==> config.mk <==
export PLATFORM = sky130hd
export DESIGN_NAME = syndrome_table_decoder
export DESIGN_NICKNAME = d
export VERILOG_FILES = /design/src/rtl/syndrome_table_decoder.sv
export SDC_FILE = /design/constraint.sdc
export NUM_CORES = 1
export LEC_CHECK = 0
export ABC_AREA = 1
export CORE_ASPECT_RATIO = 0.8
export CORE_UTILIZATION = 31
export CTS_CLUSTER_DIAMETER = 50
export DETAILED_ROUTE_END_ITERATION = 10
export PLACE_DENSITY = 0.58
export RECOVER_POWER = 25
export SLEW_MARGIN = 20
export SYNTH_ARGS = -nofsm -noshare
export SYNTH_HDL_FRONTEND = slang
export SYNTH_SLANG_ARGS = --single-unit
==> constraint.sdc <==
create_clock -name clk -period 4.3 [get_ports clk]
set_input_delay 1.29 -clock clk [delete_from_list [all_inputs] [get_ports clk]]
set_output_delay 1.29 -clock clk [all_outputs]
set_load 0.01 [all_outputs]
==> src/rtl/syndrome_table_decoder.sv <==
// Sequential syndrome decoder: computes the syndrome of a received word against
// H_MATRIX, then scans an external error book one entry per cycle for a match.
//
// state    | meaning
// S_IDLE   | waiting for a received word
// S_SYND   | syndrome of latched word evaluated; entry 0 read issued if nonzero
// S_SEARCH | issuing book reads, comparing the entry returned from last cycle
// S_DONE   | result published on the next edge, then held until out_ready

module syndrome_table_decoder #(
  parameter int N          = 16,
  parameter int K          = 5,
  parameter int SYN_W      = 11,
  parameter int BOOK_DEPTH = 697,
  parameter int ADDR_W     = 10,
  parameter logic [SYN_W*N-1:0] H_MATRIX =
    176'h801F_401C_201A_1016_080E_0419_0215_010D_0093_004B_0027
) (
  input  logic              clk,
  input  logic              rst,
  input  logic              in_valid,
  output logic              in_ready,
  input  logic [N-1:0]      in_code,
  output logic              book_rd_en,
  output logic [ADDR_W-1:0] book_addr,
  input  logic [SYN_W-1:0]  book_syn,
  input  logic [N-1:0]      book_err,
  output logic              out_valid,
  input  logic              out_ready,
  output logic [K-1:0]      out_msg,
  output logic [N-1:0]      out_code,
  output logic [SYN_W-1:0]  out_syn,
  output logic              out_corrected,
  output logic              out_uncorrectable,
  output logic [ADDR_W:0]   out_search_cnt
);

  typedef enum logic [1:0] {S_IDLE, S_SYND, S_SEARCH, S_DONE} state_t;

  localparam logic [ADDR_W:0] L_DEPTH = (ADDR_W+1)'(BOOK_DEPTH);
  localparam logic [ADDR_W:0] L_ONE   = (ADDR_W+1)'(1);

  state_t           r_state, w_state_nxt;
  logic [N-1:0]     r_code, r_err, r_out_code;
  logic [SYN_W-1:0] r_syn, r_out_syn, w_syn;
  logic [ADDR_W:0]  r_addr, r_cnt, r_out_cnt;
  logic             r_corr, r_unc, r_out_corr, r_out_unc, r_out_valid;
  logic             w_accept, w_syn_nz, w_hit, w_last, w_issue;

  assign in_ready   = (r_state == S_IDLE) && !rst;
  assign w_accept   = in_valid && in_ready;
  assign w_syn_nz   = |w_syn;
  // r_addr is one ahead of the entry whose data is on book_syn/book_err
  assign w_hit      = (r_state == S_SEARCH) && (book_syn == r_syn);
  assign w_last     = (r_addr == L_DEPTH);
  assign w_issue    = (r_state == S_SEARCH) && (r_addr < L_DEPTH);
  assign book_rd_en = ((r_state == S_SYND) && w_syn_nz) || w_issue;
  assign book_addr  = w_issue ? r_addr[ADDR_W-1:0] : '0;

  // s_j lands at bit SYN_W-1-j; codeword position p is bit N-1-p
  always_comb begin
    w_syn = '0;
    for (int j = 0; j < SYN_W; j++) begin
      for (int p = 0; p < N; p++) begin
        w_syn[SYN_W-1-j] = w_syn[SYN_W-1-j] ^ (r_code[N-1-p] & H_MATRIX[j*N+p]);
      end
    end
  end

  always_ff @(posedge clk or posedge rst) begin
    if (rst) r_state <= S_IDLE;
    else     r_state <= w_state_nxt;
  end

  always_comb begin
    w_state_nxt = r_state;
    case (r_state)
      S_IDLE:   if (w_accept) w_state_nxt = S_SYND;
      S_SYND:   w_state_nxt = w_syn_nz ? S_SEARCH : S_DONE;
      S_SEARCH: if (w_hit || w_last) w_state_nxt = S_DONE;
      S_DONE:   if (r_out_valid && out_ready) w_state_nxt = S_IDLE;
      default:  w_state_nxt = S_IDLE;
    endcase
  end

  always_ff @(posedge clk or posedge rst) begin
    if (rst) begin
      r_code      <= '0;
      r_syn       <= '0;
      r_addr      <= '0;
      r_err       <= '0;
      r_corr      <= 1'b0;
      r_unc       <= 1'b0;
      r_cnt       <= '0;
      r_out_valid <= 1'b0;
      r_out_code  <= '0;
      r_out_syn   <= '0;
      r_out_corr  <= 1'b0;
      r_out_unc   <= 1'b0;
      r_out_cnt   <= '0;
    end else begin
      case (r_state)
        S_IDLE: begin
          if (w_accept) r_code <= in_code;
        end
        S_SYND: begin
          r_syn  <= w_syn;
          r_addr <= L_ONE;
          r_err  <= '0;
          r_corr <= 1'b0;
          r_unc  <= 1'b0;
          r_cnt  <= '0;
        end
        S_SEARCH: begin
          if (w_hit) begin
            r_err  <= book_err;
            r_corr <= 1'b1;
            r_cnt  <= r_addr;
          end else if (w_last) begin
            r_unc <= 1'b1;
            r_cnt <= r_addr;
          end else begin
            r_addr <= r_addr + L_ONE;
          end
        end
        S_DONE: begin
          // staged result is copied out once, so out_* only move with out_valid
          if (!r_out_valid) begin
            r_out_code  <= r_code ^ r_err;
            r_out_syn   <= r_syn;
            r_out_corr  <= r_corr;
            r_out_unc   <= r_unc;
            r_out_cnt   <= r_cnt;
            r_out_valid <= 1'b1;
          end else if (out_ready) begin
            r_out_valid <= 1'b0;
          end
        end
        default: ;
      endcase
    end
  end

  assign out_valid         = r_out_valid;
  assign out_code          = r_out_code;
  assign out_msg           = r_out_code[N-1:N-K];
  assign out_syn           = r_out_syn;
  assign out_corrected     = r_out_corr;
  assign out_uncorrectable = r_out_unc;
  assign out_search_cnt    = r_out_cnt;

endmodule

* After elaboration in Yosys (flattened, before gate mapping) *
Index checks and enable logic that the tools add are counted.

storage, ports and cells
  register bits after elaboration = 110
  input bits = 47
  output and inout port bits = 58
  word-level logic and storage cells = 100

operators by class
  $add $sub $neg = 1
  order comparisons = 1
  eq/ne operators = 13
  muxes and demuxes = 21
  bitwise logic cells = 31
  reduce and logical (&&, ||, !) cells = 19

operator list
  kind                                                   count
  2-to-1 mux 11 bit                                      4
  one-hot mux 11 bit (2 select lines)                    2
  one-hot mux 16 bit (2 select lines)                    1
  bitwise XOR 1 bit                                      29
  2-to-1 mux 16 bit                                      1
  bitwise XOR 16 bit                                     1
  != test 2 bit, second input constant                   6
  adder 11 x 1 -> 11 bit, second input constant          1
  equality test 11 x 10 -> 1 bit, second input constant  1
  equality test 11 bit                                   1
  < comparator 11 x 10 -> 1 bit, second input constant   1
  OR reduction 11 bit                                    1
  2-to-1 mux 10 bit                                      1
  AND reduction 3 bit                                    3
  one-hot mux 2 bit (4 select lines)                     1
  AND reduction 2 bit                                    4
  logical AND 1 bit                                      6
  2-to-1 mux 1 bit                                       6
  2-to-1 mux 2 bit                                       3
  equality test 2 bit, second input constant             2
  one-hot mux 1 bit (2 select lines)                     2
  != test 3 bit, second input constant                   1
  equality test 2 x 1 -> 1 bit, second input constant    1
  logical NOT 2 bit                                      1
  5 further kinds                                        6

* Logic depth before layout (Yosys ltp) *
  word-level depth = 8
  gate-level depth with buffers = 13
  gate-level depth less buffers = 12

* Worst setup path after synthesis *
Ideal clock, no wire load.

  path kind = in2out
  start = in rst
  end = out in_ready
  arrival = 1.489 ns
  data required time = 3.010 ns
  setup slack = 1.521 ns
  stages on the path = 1
  buffers on the path = 0
  cell sequence = nor2_1

between the ends
  longest elaborated chain between the ends = 2

RTL lines
  element                      line  text
  start, declared              20    input logic rst,
  logical NOT 1 bit (no line)  -
  logical AND 1 bit            50    assign in_ready = (r_state == S_IDLE) && !rst;
  end, declared                22    output logic in_ready,

Every way passes these cells.

* Worst setup path after layout *
  start = reg r_code[12]
  end = out book_rd_en

between the ends
  longest elaborated chain between the ends = 6
  elaborated cells between the ends (all ways) = 21
  those cells by class = bitwise (18); reduce/logical (3)

RTL lines
  element                          line  text
  start, declared                  44    logic [N-1:0] r_code, r_err, r_out_code;
  start signal, assigned           104   if (w_accept) r_code <= in_code;
  bitwise XOR 1 bit (3 in series)  65    w_syn[SYN_W-1-j] = w_syn[SYN_W-1-j] ^ (r_code[N-1-p] & H_MATRIX[j*N+p]);
  OR reduction 11 bit (*)          52    assign w_syn_nz = |w_syn;
  logical AND 1 bit (*)            57    assign book_rd_en = ((r_state == S_SYND) && w_syn_nz) || w_issue;
  logical OR 1 bit (*)             57
  end, declared                    24    output logic book_rd_en,

Every way passes the cells marked *; elsewhere a longest branch is shown, timed or not.

==> out/summary.txt <==
Vias per inst: 4.53
Max-cap violations: 2
Grt met1 use: 0.248
Setup TNS: 0 ns
ANT nets after route: 0
Die Span Y: 122 um
Post-synthesis async set-or-reset flop share: 1.00
Slew @ Worst Pin: 2.02 ns
Max Slew Vio Count: 101
Synthesis-stage register bit count: 110
Final wirelength: 13.9 mm
Setup Buffers After CTS: 0
CP Launch Type: register
Headroom to the max-slew limit: -0.347
Cts hold-fix bufs: 0
Register area: 2750 um2
Pwr Density: 632 nW/um2
Hold Path Class: register to register
Predominant post-synthesis flop cell: dfrtp_1
VDD IR max: 0.000240 V
Number of synthesized flops with an enable pin: 0
PortBufs: 104
Starting Density: 0.318
Initial DRC Count: 317
Failing checks: max-capacitance violations, max-slew violations
Die width: 152 um
Arrival time worst endpoint: 2.63 ns
CTS resizes: 0
Antenna cells: 0
Finished Core Util: 0.405
Synth warnings: 0
Worst EP required: 3.01 ns
Worst-path clk slew: 0.07 ns
Post-Syn Area per Cell: 8.17 um2
Post-DP HPWL: 10.3 mm
RePlAce Congestion: 0.889
Crit Path Class: register to output pin
M2 GR Usage: 0.230
Area occupied by multi-input gates: 2350 um2
Setup Skew: 0.0109 ns
Global route hottest layer: met1
CTS tree: done
Post-route clock period utilization: 0.912
Site Rows: 43
Detailed Routing Iterations Pass 1: 5
Most common cell after layout, fill and taps aside: nand2_1
FF-to-FF setup slack: 1.65 ns
Synth Instances: 679
Post-Syn Area: 5550 um2
Max Freq: 0.255 GHz
Most frequent cells in the layout: nand2_1 (203), dfrtp_1 (110), clkdlybuf4s50_1 (102)
Post-Syn Nets: 732
DR vias: 4,526
Clk sink count: 110
Unrepaired setup endpoints after global routing: false
Global-route usage over all layers: 0.162
FILL cells: 1,834
Drt drc: 0
Synth unique cells: 29
Final Hold Fails: 0
First-pass GRT wire length: 22.8 mm
# setup viols final: 0
Longest Clk Path Bufs: 2
Antenna violations before repair: 0
Total CTS buffers: 9
Core area: 17,400 um2
# IOs: 105
Status: finished with violations
Pin count of the biggest net entering global routing: 53
DIE AREA: 18,400 um2
GR Overflow Total: 0
Met3 Usage GRT: 0.0318
Final min period: 3.92 ns
Leakage: 3.25 nW
Sequential share of the synthesized area: 0.496
Area grow syn2layout: 27.4%
WL/cell: 13.9 um
Worst skew pair latency: 0.35 ns
Max FO, Critical Path: 11
Vias in the first global route: 4,339
H-tree depth: 3
Layout cells sized above 1: 0.0787
Nets: 823
CP Capture Type: output pin
CTS root buffer: clkbuf_16
==> cell families after synthesis <==
group	synth area share
compound gates	0.0900
xor+xnor	0.0521
mux	0.0284
flops	0.496
buf+inv	0.0794
simple gates	0.241
fa+ha+maj	0.0135
==> Yosys cell counts, types with 2 or more instances <==
cell type  count  area [um2]
nand3b_1       2        15.0
buf_6          2        22.5
a21oi_1       15        75.1
nand2_1      202         758
inv_2          5        18.8
xnor2_1       22         193
or2_2          4        25.0
xor2_1        11        96.3
buf_2          9        45.0
nor2_1        59         221
clkbuf_1      12        45.0
dfrtp_1      110        2750
nand4_1        5        31.3
nor3_2         2        20.0
buf_4          8        60.1
ha_1           6        75.1
o21ai_2       12         105
nand3_1       40         200
inv_1         63         236
o21ai_0       62         310
nor3_1         7        35.0
mux2_2        14         158
==> worst max-delay path, cell delays in order (launching register included) <==
cell,delay [ns]
dfrtp_1,0.58
clkinv_1,0.33
nand2_1,0.13
nand2_1,0.06
nand2_1,0.06
nand2_1,0.08
nor2_1,0.11
nand3_1,0.08
nor2_1,0.13
nand2_1,0.07
nand2_1,0.10
nand2_1,0.06
clkdlybuf4s50_1,0.47
==> layout make-up <==
cell class	count	area share
flip-flops and latches	110	0.390
repair buffers	113	0.159
inverters	69	0.0367
well taps	225	0.0398
multi-input cells	467	0.333
clock inverters	5	0.00938
clock buffers	11	0.0329
==> final timing paths <==
path                                          to  cells past startpoint              startpoint
setup / recovery                      book_rd_en                     12  r_code[12]$_DFFE_PP0P_
hold / removal              r_cnt[7]$_DFFE_PP0P_                      2    r_cnt[7]$_DFFE_PP0P_
setup reg to reg            r_cnt[0]$_DFFE_PP0P_                     12  r_state[0]$_DFFE_PP0P_
hold reg to reg             r_cnt[7]$_DFFE_PP0P_                      2    r_cnt[7]$_DFFE_PP0P_
max in group asynchronous   r_err[4]$_DFFE_PP0P_                      3                     rst
min in group asynchronous  r_addr[5]$_DFFE_PP0P_                      2                     rst
==> routing by layer <==
metal,vias up,share of wire
li1,2316,-
met1,2093,0.53
met2,108,0.41
met3,9,0.049
met4,0,0.011
met5,-,0
==> sequential cells by signal, summed over array words and instances, names as in the netlist <==
register / count
r_addr: 11
r_err: 16
r_state: 2
out_uncorrectable: 1
r_cnt: 11
out_corrected: 1
out_search_cnt: 11
out_syn: 11
r_corr: 1
r_syn: 11
out_code: 16
r_code: 16
out_valid: 1
r_unc: 1
==> power by group <==
group          internal [W]  leakage [nW]  switching (W)
sequential          0.00133          1.43       0.000308
clock              0.000460         0.142       0.000397
combinational      0.000842          1.68        0.00113
total               0.00263          3.25        0.00183
==> metrics by stage <==
step                      power, W  setup WS, ns  cell area (um2)  std cells  hold WS (ns)
final                      0.00446         0.380             7070       1000         0.470
after global routing       0.00484         0.141             7070       1000         0.504
after CTS                  0.00452         0.368             7070       1000         0.478
after detailed placement   0.00364         0.551             6780        984         0.459
after global placement     0.00362         0.557             6780        984         0.457
after floorplan            0.00292         0.108             5550        679         0.438
(Power assumes the default switching activity.)
